`src/rtl/input_ctrl_pkg.sv`:
```
// Shared types and RAM geometry for the input RAM fetch path.
// No logic; latency and backpressure not applicable.
// Imported by the fetch controller, its interface and its bench.
package input_ctrl_pkg;
    localparam int INPUT_ADDR_W = 9;
    localparam int INPUT_DATA_W = 16;
    localparam int INPUT_DEPTH  = 512;

    typedef enum logic [1:0] {
        IDLE  = 2'd0,
        FETCH = 2'd1,
        DRAIN = 2'd2,
        DONE  = 2'd3
    } fetch_state_t;
endpackage

```
`src/rtl/input_fetch_ctrl_if.sv`:
```
// Bundle of scheduler, stream, host-write and RAM signals around the fetch controller.
// Wires only; no latency. Stream uses valid/ready, host write uses req/grant.
// Stride port exists only when INFETCH_STRIDE_EN is defined.
interface input_fetch_ctrl_if
    import input_ctrl_pkg::*;
#(
    parameter int ADDR_W = INPUT_ADDR_W,
    parameter int DATA_W = INPUT_DATA_W,
    parameter int LEN_W  = 10
) ();
    logic              start;
    logic [ADDR_W-1:0] base_addr;
    logic [LEN_W-1:0]  length;
`ifdef INFETCH_STRIDE_EN
    logic [ADDR_W-1:0] stride;
`endif
    logic              busy;
    logic              done;
    logic [DATA_W-1:0] out_data;
    logic              out_valid;
    logic              out_ready;
    logic              host_wr_req;
    logic [ADDR_W-1:0] host_wr_addr;
    logic [DATA_W-1:0] host_wr_data;
    logic              host_wr_gnt;
    logic [ADDR_W-1:0] ram_address;
    logic [DATA_W-1:0] ram_write_data;
    logic              ram_enable;
    logic              ram_write;
    logic [DATA_W-1:0] ram_read_data;

    modport master (
        input  start, base_addr, length,
`ifdef INFETCH_STRIDE_EN
        input  stride,
`endif
        input  out_ready, host_wr_req, host_wr_addr, host_wr_data, ram_read_data,
        output busy, done, out_data, out_valid, host_wr_gnt,
        output ram_address, ram_write_data, ram_enable, ram_write
    );

    modport slave (
        output start, base_addr, length,
`ifdef INFETCH_STRIDE_EN
        output stride,
`endif
        output out_ready, host_wr_req, host_wr_addr, host_wr_data, ram_read_data,
        input  busy, done, out_data, out_valid, host_wr_gnt,
        input  ram_address, ram_write_data, ram_enable, ram_write
    );
endinterface

```
`src/rtl/infetch_out_reg.sv`:
```
// Single-entry registered output stage for the fetched word stream.
// Latency: one cycle from capture to out_valid.
// Backpressure: out_free tells the fetcher when a capture may overwrite the entry.
module infetch_out_reg #(
    parameter int DATA_W = 16
) (
    input  logic              clock,
    input  logic              reset_n,
    input  logic              capture,
    input  logic [DATA_W-1:0] in_data,
    input  logic              out_ready,
    output logic [DATA_W-1:0] out_data,
    output logic              out_valid,
    output logic              out_free
);
    assign out_free = !out_valid || out_ready;

    always_ff @(posedge clock or negedge reset_n) begin
        if (!reset_n) begin
            out_data  <= '0;
            out_valid <= 1'b0;
        end else if (capture) begin
            out_data  <= in_data;
            out_valid <= 1'b1;
        end else if (out_valid && out_ready) begin
            out_valid <= 1'b0;
        end
    end
endmodule

```
`src/rtl/input_fetch_ctrl.sv`:
```
// Burst sequencer for the input RAM plus arbiter sharing its port with host writes.
// Latency: first word valid one cycle after entering FETCH, then 1 word/cycle.
// Backpressure: out_ready stalls capture; host writes take stalled and non-FETCH cycles.
// Optional INFETCH_STRIDE_EN adds a per-burst address stride.
module input_fetch_ctrl
    import input_ctrl_pkg::*;
#(
    parameter int ADDR_W = INPUT_ADDR_W,
    parameter int DATA_W = INPUT_DATA_W,
    parameter int LEN_W  = 10
) (
    input  logic                clock,
    input  logic                reset_n,
    input_fetch_ctrl_if.master  bus
);
    fetch_state_t      state, state_nxt;
    logic [ADDR_W-1:0] rd_addr;
    logic [ADDR_W-1:0] addr_inc;
    logic [LEN_W-1:0]  remaining;
    logic              out_free;
    logic              start_ok;
    logic              capture;
    logic              last_capture;
    logic              handshake;

    assign start_ok     = (state == IDLE) && bus.start;
    assign capture      = (state == FETCH) && out_free && !bus.host_wr_gnt;
    assign last_capture = capture && (remaining == LEN_W'(1));
    assign handshake    = bus.out_valid && bus.out_ready;

`ifdef INFETCH_STRIDE_EN
    logic [ADDR_W-1:0] stride_q;

    always_ff @(posedge clock or negedge reset_n) begin
        if (!reset_n)
            stride_q <= '0;
        else if (start_ok)
            stride_q <= bus.stride;
    end

    assign addr_inc = stride_q;
`else
    assign addr_inc = ADDR_W'(1);
`endif

    always_ff @(posedge clock or negedge reset_n) begin
        if (!reset_n)
            state <= IDLE;
        else
            state <= state_nxt;
    end

    always_comb begin
        state_nxt = state;
        case (state)
            IDLE:    if (bus.start) state_nxt = (bus.length != '0) ? FETCH : DONE;
            FETCH:   if (last_capture) state_nxt = DRAIN;
            DRAIN:   if (handshake) state_nxt = DONE;
            DONE:    state_nxt = IDLE;
            default: state_nxt = IDLE;
        endcase
    end

    // Streaming read owns the port only in FETCH cycles that can actually capture.
    always_comb begin
        bus.busy        = (state != IDLE);
        bus.done        = (state == DONE);
        bus.host_wr_gnt = bus.host_wr_req && ((state != FETCH) || !out_free);
        bus.ram_write   = bus.host_wr_gnt;
        bus.ram_enable  = capture || bus.host_wr_gnt;
        bus.ram_address = bus.host_wr_gnt ? bus.host_wr_addr : rd_addr;
    end

    assign bus.ram_write_data = bus.host_wr_data;

    always_ff @(posedge clock or negedge reset_n) begin
        if (!reset_n) begin
            rd_addr   <= '0;
            remaining <= '0;
        end else if (start_ok) begin
            rd_addr   <= bus.base_addr;
            remaining <= bus.length;
        end else if (capture) begin
            rd_addr   <= rd_addr + addr_inc;
            remaining <= remaining - LEN_W'(1);
        end
    end

    infetch_out_reg #(.DATA_W(DATA_W)) u_out_reg (
        .clock     (clock),
        .reset_n   (reset_n),
        .capture   (capture),
        .in_data   (bus.ram_read_data),
        .out_ready (bus.out_ready),
        .out_data  (bus.out_data),
        .out_valid (bus.out_valid),
        .out_free  (out_free)
    );
endmodule

```
`src/flat_wrapper.sv`:
```
// flat-port wrapper written by rule: the top's interface ports become plain ports
module input_fetch_ctrl_flat import input_ctrl_pkg::*;
#(
    parameter int ADDR_W = INPUT_ADDR_W,
    parameter int DATA_W = INPUT_DATA_W,
    parameter int LEN_W  = 10
)
  (clock, reset_n, bus_start, bus_base_addr, bus_length, bus_out_ready, bus_host_wr_req, bus_host_wr_addr, bus_host_wr_data, bus_ram_read_data, bus_busy, bus_done, bus_out_data, bus_out_valid, bus_host_wr_gnt, bus_ram_address, bus_ram_write_data, bus_ram_enable, bus_ram_write);
  input_fetch_ctrl_if #(.ADDR_W(ADDR_W), .DATA_W(DATA_W), .LEN_W(LEN_W)) bus_i ();
  input  logic clock;
  input  logic reset_n;
  input wire logic [$bits(bus_i.start)-1:0] bus_start;
  input wire logic [$bits(bus_i.base_addr)-1:0] bus_base_addr;
  input wire logic [$bits(bus_i.length)-1:0] bus_length;
  input wire logic [$bits(bus_i.out_ready)-1:0] bus_out_ready;
  input wire logic [$bits(bus_i.host_wr_req)-1:0] bus_host_wr_req;
  input wire logic [$bits(bus_i.host_wr_addr)-1:0] bus_host_wr_addr;
  input wire logic [$bits(bus_i.host_wr_data)-1:0] bus_host_wr_data;
  input wire logic [$bits(bus_i.ram_read_data)-1:0] bus_ram_read_data;
  output wire logic [$bits(bus_i.busy)-1:0] bus_busy;
  output wire logic [$bits(bus_i.done)-1:0] bus_done;
  output wire logic [$bits(bus_i.out_data)-1:0] bus_out_data;
  output wire logic [$bits(bus_i.out_valid)-1:0] bus_out_valid;
  output wire logic [$bits(bus_i.host_wr_gnt)-1:0] bus_host_wr_gnt;
  output wire logic [$bits(bus_i.ram_address)-1:0] bus_ram_address;
  output wire logic [$bits(bus_i.ram_write_data)-1:0] bus_ram_write_data;
  output wire logic [$bits(bus_i.ram_enable)-1:0] bus_ram_enable;
  output wire logic [$bits(bus_i.ram_write)-1:0] bus_ram_write;
  assign bus_i.start = bus_start;
  assign bus_i.base_addr = bus_base_addr;
  assign bus_i.length = bus_length;
  assign bus_i.out_ready = bus_out_ready;
  assign bus_i.host_wr_req = bus_host_wr_req;
  assign bus_i.host_wr_addr = bus_host_wr_addr;
  assign bus_i.host_wr_data = bus_host_wr_data;
  assign bus_i.ram_read_data = bus_ram_read_data;
  assign bus_busy = bus_i.busy;
  assign bus_done = bus_i.done;
  assign bus_out_data = bus_i.out_data;
  assign bus_out_valid = bus_i.out_valid;
  assign bus_host_wr_gnt = bus_i.host_wr_gnt;
  assign bus_ram_address = bus_i.ram_address;
  assign bus_ram_write_data = bus_i.ram_write_data;
  assign bus_ram_enable = bus_i.ram_enable;
  assign bus_ram_write = bus_i.ram_write;
  input_fetch_ctrl #(.ADDR_W(ADDR_W), .DATA_W(DATA_W), .LEN_W(LEN_W)) u_core (.clock(clock), .reset_n(reset_n), .bus(bus_i));
endmodule
```
`config.mk`:
```
export PLATFORM = sky130hd
export DESIGN_NAME = input_fetch_ctrl_flat
export DESIGN_NICKNAME = d
export VERILOG_FILES = /design/src/rtl/input_ctrl_pkg.sv /design/src/rtl/input_fetch_ctrl_if.sv /design/src/rtl/infetch_out_reg.sv /design/src/rtl/input_fetch_ctrl.sv /design/src/flat_wrapper.sv
export SDC_FILE = /design/constraint.sdc
export NUM_CORES = 1
export LEC_CHECK = 0
export CORE_ASPECT_RATIO = 1.4
export CORE_MARGIN = 2
export CORE_UTILIZATION = 30
export CTS_CLUSTER_DIAMETER = 50
export DETAILED_ROUTE_END_ITERATION = 8
export SLEW_MARGIN = 20
export SYNTH_ARGS = -nofsm -noshare
export SYNTH_HDL_FRONTEND = slang
export SYNTH_HIERARCHICAL = 1
export SYNTH_SLANG_ARGS = --single-unit
```
`constraint.sdc`:
```
create_clock -name clock -period 6 [get_ports clock]
set_clock_uncertainty 0.15 [all_clocks]
set_input_delay 0.9 -clock clock [delete_from_list [all_inputs] [get_ports clock]]
set_output_delay 0.9 -clock clock [all_outputs]
set_load 0.005 [all_outputs]
```
==> summary.txt, run 1 <==
Routing
  • Routed len/inst: 13.5 um
  • Vias: 1,634
  • Wirelength, routed: 4890 um
  • Via/cell ratio: 4.51
  • DRC Markers: 0
  • Detailed router's first-iteration violation count: 42
  • Post-route ant nets: 0
  • Drt first pass iters: 4

Clocking
  • Clock Sinks: 38
  • Clock Latency Late Sink: 0.28 ns
  • Hold Buf Count CTS: 0
  • Clock Root Buffer: clkbuf_8
  • Post CTS Setup Buffer Count: 0
  • CTS Buffer Depth: 2
  • TritonCTS buffer count: 5
  • H-tree depth: 2
  • CTS tree: done
  • Clk slew on worst S/H paths: 0.06 ns
  • CTS resizes: 0

Critical path
  • Worst EP required: 4.95 ns
  • Crit-path max FO: 11
  • FF-to-FF setup slack: 3.39 ns
  • Crit. End Element: output pin
  • Crit Path Category: in -> out
  • Nature of the critical path startpoint: primary input
  • Worst Path Arrival: 3.21 ns

Die
  • Row count: 36
  • Starting Density: 0.311
  • Die height: 105 um
  • I/O Pins: 112
  • Die Wd: 75.9 um
  • Core box area: 0.00698 mm2
  • Die footprint: 0.00794 mm2

Pwr
  • Leakage: 1.19 nW
  • Max VDD drop: 0.189 mV
  • Pwr per Cell Area: 469 mW/mm2

Placement
  • DP HPWL: 3670 um
  • Pre-CTS setup slack: 1.74 ns
  • Port bufs: 79
  • Global placer's final weighted congestion: 0.806

Hold path
  • HP Class: reg -> reg

Run status
  • Outcome: finished, final reports clean

Yosys
  • Syn avg cell area: 10.7 um2
  • Synthesis Warnings: 6
  • Most frequent cell after synthesis: dfrtp_1
  • Register area share after synthesis: 0.438
  • FFs w/ async S/R, synth: 1.00
  • Synth area leaders: dfrtp_1, mux2_2, mux2_4, buf_4, xnor2_1
  • Top cells by count, synth: dfrtp_1, nor2_1, a21oi_1
  • Syn Nets: 276
  • Dominant synthesized flop cell: dfrtp_1
  • Yosys cell types: 32
  • Synth area leader: dfrtp_1
  • Synth top area share: 0.438
  • Post-Syn Area: 0.00217 mm2
  • Synthesized flop and latch total: 38
  • Post-synth EDFFs: 0
  • Post-Synthesis Cells: 203

Finish
  • NumNets Final: 340
  • Fraction of layout cells with a size suffix above 1: 0.135
  • Area Overhead vs Synth: 37.5%
  • ANT cells: 0
  • Filler instances: 687

STA
  • Fin crit period: 4.26 ns
  • Sum Neg Setup Slack: 0 ns
  • Actual slew at the worst max-slew pin: 0.913 ns
  • Max frequency: 234 MHz
  • Max-slew violation count: 0
  • RSZ-0062 raised after global routing: no
  • Fin crit share: 0.711
  • Final Hold Viols: 0
  • Final worst slack: 1.74 ns
  • Relative slew margins: 0.387
  • Final setup viols: 0

GRT
  • Grt total ovfl: 0
  • Number of global-route vias before repair: 1,680
  • Largest net degree at the start of global routing: 39
  • Initial antenna violation count: 0
  • GR Util All Layers: 0.129
  • First-pass GRT wire length: 7780 um

Job
  • Max-cap viol count: 0
-- stage by stage --
step	util	hold WS [ns]	std cells	power [mW]	area [um2]
floorplan	-	0.355	203	0.953	2170
global placement	0.416	0.342	355	1.24	2910
detailed placement	0.416	0.342	355	1.25	2910
CTS	0.427	0.364	362	1.43	2980
global route	0.427	0.378	362	1.52	2980
finish	0.427	0.354	362	1.40	2980
-- area by class of cell --
cell class	instances	area, um2	share of cell area
Multi-Input combinational cell	136	1020	0.342
Sequential cell	38	951	0.319
Timing Repair Buffer	80	793	0.266
Tap cell	95	119	0.0398
Clock buffer	7	76.3	0.0256
Inverter	6	22.5	0.00755
-- per-layer routing --
metal / global-route usage / share of wire / up-vias
met1: 0.146 / 0.38 / 777
met4: 0.0451 / 0.014 / 0
met2: 0.222 / 0.55 / 50
li1: - / - / 801
met5: 0 / 0 / -
met3: 0.0347 / 0.060 / 6
-- placed cells by master (no fill, tap or decap), drive strengths merged, types with 7 or more instances in the layout --
master / instances
clkdlybuf4s50: 78
dfrtp: 38
mux2: 26
nor2: 24
a21oi: 18
xnor2: 12
nand2: 10
nor3: 8
ha: 8
clkbuf: 7
-- report_power, final --
group	switching [mW]	internal, mW
clock network	0.0808	0.0800
registers	0.106	0.390
logic	0.283	0.460
-- sequential cells by signal, indices dropped and copies added (netlist names) --
name	cells
u_core/u_out_reg/out_data	16
u_core/remaining	10
u_core/rd_addr	9
u_core/state	2
u_core/u_out_reg/out_valid	1
-- worst max-delay path, stage by stage --
cell and delay [ns]:
clkdlybuf4s50_1 0.42, nand2b_1 0.25, nand2_1 0.28, and2_1 0.53, mux2_2 0.39, clkdlybuf4s50_1 0.45
-- path summary, 6_finish.rpt --
| check | from | to | cells after the start |
|---|---|---|---|
| setup / recovery | bus_out_ready | bus_ram_address[0] | 6 |
| min in group asynchronous | reset_n | u_core/u_out_reg/out_data[5] | 1 |
| setup reg to reg | u_core/state[1] | u_core/u_out_reg/out_data[7] | 5 |
| max in group asynchronous | reset_n | u_core/rd_addr[2] | 1 |
| hold reg to reg | u_core/u_out_reg/out_data[13] | u_core/u_out_reg/out_data[13] | 1 |
| hold / removal | u_core/u_out_reg/out_data[13] | u_core/u_out_reg/out_data[13] | 1 |
-- cell families (layout without fill, tap and decap cells) --
kind of cell	after synthesis	after routing	share of synthesized area
flip-flops	38	38	0.438
AO/OA/AOI/OAI	22	22	0.0588
buffers and inverters	29	93	0.0911
XOR/XNOR	17	17	0.0686
adder cells (fa/ha/maj)	8	8	0.0461
multiplexers	29	29	0.164
AND/OR/NAND/NOR	60	60	0.133
Note: power is estimated with default switching activity, not from simulation.
==> run 2, diff against run 1 <==
clock period = 4 ns   (was 6 ns; I/O delays follow)
==> summary.txt, run 2 (synthesized netlist as in run 1, its figures left out) <==
Pwr
  • Flop pwr share: 0.348 (-0.007)
  • Switching share of total power: 0.336 (+0.000516)
  • Leakage: 1.21 nW (+2.0%)
  • Clock group share of total power: 0.127 (+0.012)
  • Combinational fraction of design power: 0.525 (-0.005)
  • Max VDD drop: 0.302 mV (+60%)
  • Pint: 1.42 mW (+53%)
  • Sw Pwr: 0.720 mW (+53%)
  • Pwr per Cell Area: 710 mW/mm2 (+51%)

Clocking
  • Clock Root Buffer: clkbuf_8
  • Clock Latency Late Sink: 0.28 ns (about the same)
  • CTS tree: done
  • CTS Buffer Depth: 2 (unchanged)
  • CTS resizes: 0 (unchanged)
  • Hold Buf Count CTS: 0 (unchanged)
  • H-tree depth: 2 (unchanged)
  • TritonCTS buffer count: 5 (unchanged)
  • Clock Sinks: 38 (unchanged)
  • Clk slew on worst S/H paths: 0.07 ns (about the same)
  • Post CTS Setup Buffer Count: 0 (unchanged)

Finish
  • Area Overhead vs Synth: 39.2%
  • Fin area: 0.00302 mm2 (+1.3%)
  • Commonest cells after routing, fill and taps aside: clkdlybuf4s50_1, dfrtp_1, nor2_1
  • Layout Cells excl Fill: 366 (+1.1%)
  • Fraction of layout cells with a size suffix above 1: 0.151 (+0.0165)
  • Max FFs per register: 16 (unchanged)
  • NumNets Final: 343 (+0.88%)
  • ANT cells: 0 (unchanged)
  • Largest regs: u_core/u_out_reg/out_data (16), u_core/remaining (10), u_core/rd_addr (9)
  • Biggest register: u_core/u_out_reg/out_data
  • Filler instances: 696 (+1.3%)
  • Most common cell after layout, fill and taps aside: clkdlybuf4s50_1

STA
  • Sum Neg Setup Slack: 0 ns (unchanged)
  • Final Hold Viols: 0 (unchanged)
  • Final worst slack: 0.632 ns (-1.10 ns)
  • RSZ-0062 raised after global routing: no
  • Fin crit share: 0.842
  • Relative slew margins: 0.425 (+0.0382)
  • Final setup viols: 0 (unchanged)
  • Max-slew violation count: 0 (unchanged)
  • Actual slew at the worst max-slew pin: 0.862 ns (-0.0517 ns)
  • Max frequency: 297 MHz
  • Fin crit period: 3.37 ns

Run status
  • Outcome: finished, final reports clean

Die
  • I/O Pins: 112 (unchanged)
  • Row count: 36 (unchanged)
  • Starting Density: 0.311 (unchanged)
  • Die Wd: 75.9 um (unchanged)
  • Die height: 105 um (unchanged)
  • Core box area: 0.00698 mm2 (unchanged)
  • Die footprint: 0.00794 mm2 (unchanged)

GRT
  • First-pass GRT wire length: 7970 um (+2.5%)
  • Initial antenna violation count: 0 (unchanged)
  • Largest net degree at the start of global routing: 39 (unchanged)
  • Number of global-route vias before repair: 1,673 (-0.42%)
  • GR Util All Layers: 0.131 (+0.00241)
  • Grt total ovfl: 0 (unchanged)

Placement
  • Pre-CTS setup slack: 0.606 ns (-1.13 ns)
  • Post-Place Cells: 358 (+0.85%)
  • DP HPWL: 3760 um (+2.7%)
  • DP Area: 0.00293 mm2 (+0.77%)
  • Port bufs: 79 (unchanged)
  • Global placer's final weighted congestion: 0.731 (-9.3%)

Routing
  • Detailed router's first-iteration violation count: 51 (+21%)
  • Post-route ant nets: 0 (unchanged)
  • Drt first pass iters: 4 (unchanged)
  • DRC Markers: 0 (unchanged)
  • Routed len/inst: 13.7 um (+1.4%)
  • Wirelength, routed: 5010 um (+2.5%)
  • Vias: 1,632 (-0.12%)
  • Via/cell ratio: 4.46 (-1.2%)

Critical path
  • Nature of the critical path startpoint: primary input
  • Crit. End Element: output pin
  • Crit-path max FO: 11 (unchanged)
  • Worst Path Arrival: 2.62 ns (-0.59 ns)
  • Crit Path Category: in -> out
  • Worst EP required: 3.25 ns (-1.70 ns)

Job
  • Max-cap viol count: 0 (unchanged)

Hold path
  • HP Class: in -> async
## run 2: cell count changes in the layout (fill, tap and decap cells not counted), sizes merged
cell,previous run,this run
buf,2,5
clkinv,1,2
## run 2: path summary, 6_finish.rpt
check / endpoint / cells after the start / from / slack, ns
setup / recovery: bus_ram_address[0] / 6 / bus_out_ready / 0.63
hold / removal: u_core/u_out_reg/out_data[5] / 1 / reset_n / 0.28
setup reg to reg: u_core/u_out_reg/out_data[0] / 7 / u_core/state[1] / 1.93
hold reg to reg: u_core/u_out_reg/out_data[11] / 1 / u_core/u_out_reg/out_data[11] / 0.36
max in group asynchronous: u_core/u_out_reg/out_valid / 1 / reset_n / 2.89
min in group clock: u_core/u_out_reg/out_data[11] / 1 / u_core/u_out_reg/out_data[11] / 0.36
## run 2: cell type report
class	count	area, um2	share of cell area
tap	95	119	0.0394
timing repair buffer	83	816	0.270
clock buffer	7	86.3	0.0286
multi-input combinational	136	1020	0.338
inverter	6	22.5	0.00746
sequential	38	951	0.315
clock inverter	1	5.00	0.00166
## run 2: power by group through the flow
stage / clock network (mW) / registers [mW] / logic, mW
6_report: 0.272 / 0.746 / 1.13
5_1_grt: 0.301 / 0.778 / 1.23
4_1_cts: 0.289 / 0.749 / 1.15
3_5_place_dp: 0 / 0.752 / 1.14
3_3_place_gp: 0 / 0.750 / 1.12
2_1_floorplan: 0 / 0.727 / 0.702
## run 2: through the flow
step	utilization	power (mW)	hold WS, ns
finish	0.433	2.14	0.275
CTS	0.433	2.19	0.311
floorplan	-	1.43	0.154
global route	0.433	2.31	0.338
detailed placement	0.420	1.89	0.341
global placement	0.420	1.88	0.341
## run 2: metal layers
| layer | vias to the layer above | wire [um] | GRT usage |
|---|---|---|---|
| met5 | - | 0 | 0 |
| met1 | 778 | 1880 | 0.147 |
| met4 | 0 | 64 | 0.0526 |
| li1 | 803 | - | - |
| met2 | 46 | 2770 | 0.229 |
| met3 | 5 | 286 | 0.0299 |
## run 2: worst max-delay path, stage by stage
cell             delay [ns]
clkdlybuf4s50_1        0.41
nand2b_1               0.19
nand2_1                0.10
and2_1                 0.46
mux2_2                 0.40
clkdlybuf4s50_1        0.45
==> run 3, diff against run 2 <==
clock period = 3.4 ns   (was 4 ns; I/O delays follow)
==> summary.txt, run 3 (synthesized netlist as in run 1, its figures left out) <==
Die
  • Die footprint: 0.00794 mm2 (unchanged)
  • Starting Density: 0.311 (unchanged)
  • Core box area: 0.00698 mm2 (unchanged)
  • Die height: 105 um (unchanged)
  • Die Wd: 75.9 um (unchanged)
  • I/O Pins: 112 (unchanged)
  • Row count: 36 (unchanged)

Routing
  • Post-route ant nets: 0 (unchanged)
  • Wirelength, routed: 4950 um (-1.2%)
  • Routed len/inst: 13.4 um (-1.8%)
  • DRC Markers: 0 (unchanged)
  • Vias: 1,675 (+2.6%)
  • Drt first pass iters: 4 (unchanged)
  • Detailed router's first-iteration violation count: 57 (+12%)
  • Via/cell ratio: 4.55 (+2.1%)
  • M1 WL: 1860 um (-1.3%)
  • DR WL met3: 261 um (-8.7%)
  • DR top layer: met4
  • Wire length on met2: 2790 um (+0.72%)

Finish
  • ANT cells: 0 (unchanged)
  • Area Overhead vs Synth: 39.9%
  • Layout Cells excl Fill: 368 (+0.55%)
  • NumNets Final: 345 (+0.58%)
  • Biggest register: u_core/u_out_reg/out_data
  • Max FFs per register: 16 (unchanged)
  • Fin util: 0.435 (+0.00215)
  • Most common cell after layout, fill and taps aside: clkdlybuf4s50_1
  • Largest regs: u_core/u_out_reg/out_data (16), u_core/remaining (10), u_core/rd_addr (9)
  • Fraction of layout cells with a size suffix above 1: 0.158 (+0.00622)
  • Commonest cells after routing, fill and taps aside: clkdlybuf4s50_1, dfrtp_1, nor2_1

GRT
  • GR Util All Layers: 0.132 (+0.00129)
  • Largest net degree at the start of global routing: 39 (unchanged)
  • Initial antenna violation count: 0 (unchanged)
  • First-pass GRT wire length: 8060 um (+1.1%)
  • Grt total ovfl: 0 (unchanged)
  • Number of global-route vias before repair: 1,715 (+2.5%)

STA
  • Max frequency: 331 MHz
  • Relative slew margins: 0.422 (-0.00302)
  • Final setup viols: 0 (unchanged)
  • Sum Neg Setup Slack: 0 ns (unchanged)
  • Max-slew violation count: 0 (unchanged)
  • Fin crit share: 0.889
  • Final Hold Viols: 0 (unchanged)
  • Actual slew at the worst max-slew pin: 0.866 ns (+0.00453 ns)
  • RSZ-0062 raised after global routing: no
  • Fin crit period: 3.02 ns

Clocking
  • Hold Buf Count CTS: 0 (unchanged)
  • Post CTS Setup Buffer Count: 0 (unchanged)
  • Clock Root Buffer: clkbuf_8
  • TritonCTS buffer count: 5 (unchanged)
  • Clk slew on worst S/H paths: 0.07 ns (about the same)
  • CTS tree: done
  • CTS resizes: 0 (unchanged)
  • Clock Sinks: 38 (unchanged)
  • Clock Latency Late Sink: 0.28 ns (about the same)
  • CTS Buffer Depth: 2 (unchanged)
  • H-tree depth: 2 (unchanged)

Critical path
  • RR Endpoint: u_core/u_out_reg/out_data[14]
  • FF-to-FF setup slack: 1.27 ns (-0.66 ns)
  • Nature of the critical path startpoint: primary input
  • CP Buf/Inv Count: 3 (+1)
  • Crit-path max FO: 10 (-1)
  • R2R cell count: 7 (unchanged)
  • Crit path top cell by count: clkdlybuf4s50_1
  • Worst EP required: 2.74 ns (-0.51 ns)
  • CP Cell Sequence: clkdlybuf4s50_1 -> nand2b_1 -> nand2_1 -> and2_1 -> buf_4 -> mux2_2 -> clkdlybuf4s50_1
  • FF-to-FF Start: u_core/state[1]
  • CP top delay family: buffers and inverters
  • Crit Path Category: in -> out
  • Crit-path max cell delay: 0.44 ns (-0.02 ns)
  • Crit. End Element: output pin
  • Crit-path slowest cell: clkdlybuf4s50_1
  • WP depth: 7 (+1)
  • Worst Path Arrival: 2.36 ns (-0.26 ns)
  • Worst setup path start: bus_out_ready
  • Setup crit end: bus_ram_address[5]

Hold path
  • HP Class: in -> async

Run status
  • Outcome: finished, final reports clean

Pwr
  • Leakage: 1.22 nW (+0.77%)
  • Max VDD drop: 0.404 mV (+34%)
  • Pwr per Cell Area: 833 mW/mm2 (+17%)

Placement
  • DP HPWL: 3750 um (-0.37%)
  • Global placer's final weighted congestion: 0.730 (-0.15%)
  • Post-Place Cells: 360 (+0.56%)
  • Port bufs: 79 (unchanged)

Job
  • Max-cap viol count: 0 (unchanged)
run 3: cell types whose count changed in the layout (fill, tap and decap cells not counted):
cell	change
buf_4	+2
run 3: where the power goes:
group	total, mW	internal (mW)	switching [mW]	leakage (nW)
registers	0.877	0.688	0.188	0.436
logic	1.34	0.832	0.504	0.735
clock network	0.317	0.164	0.153	0.0482
run 3: layout make-up:
class,count,area [um2]
inverters,6,22.5
repair buffers,85,831
well taps,95,119
multi-input cells,136,1020
clock buffers,7,86.3
flip-flops and latches,38,951
fillers,709,3950
clock inverters,1,5.00
run 3: worst min-delay path by stage:
stage                                          to  slack (ns)  depth (start not counted)
finish              u_core/u_out_reg/out_data[10]        0.19                          1
global route         u_core/u_out_reg/out_data[7]        0.26                          1
CTS                  u_core/u_out_reg/out_data[7]        0.22                          1
detailed placement   u_core/u_out_reg/out_data[4]        0.34                          1
global placement    u_core/u_out_reg/out_data[12]        0.34                          1
floorplan                       u_core/rd_addr[0]        0.06                          0
run 3: per-layer routing:
| metal | GRT usage | vias to the layer above |
|---|---|---|
| li1 | - | 806 |
| met1 | 0.148 | 820 |
| met2 | 0.238 | 47 |
| met3 | 0.0280 | 2 |
| met4 | 0.0439 | 0 |
| met5 | 0 | - |
run 3: stage by stage:
step | total power [mW] | hold slack (ns) | cell area [um2] | worst slack, ns
2_1_floorplan | 1.68 | 0.0644 | 2170 | 1.13
3_3_place_gp | 2.22 | 0.342 | 2940 | 0.380
3_5_place_dp | 2.24 | 0.341 | 2940 | 0.355
4_1_cts | 2.58 | 0.221 | 3040 | 0.351
5_1_grt | 2.74 | 0.256 | 3040 | 0.274
6_report | 2.53 | 0.187 | 3040 | 0.376
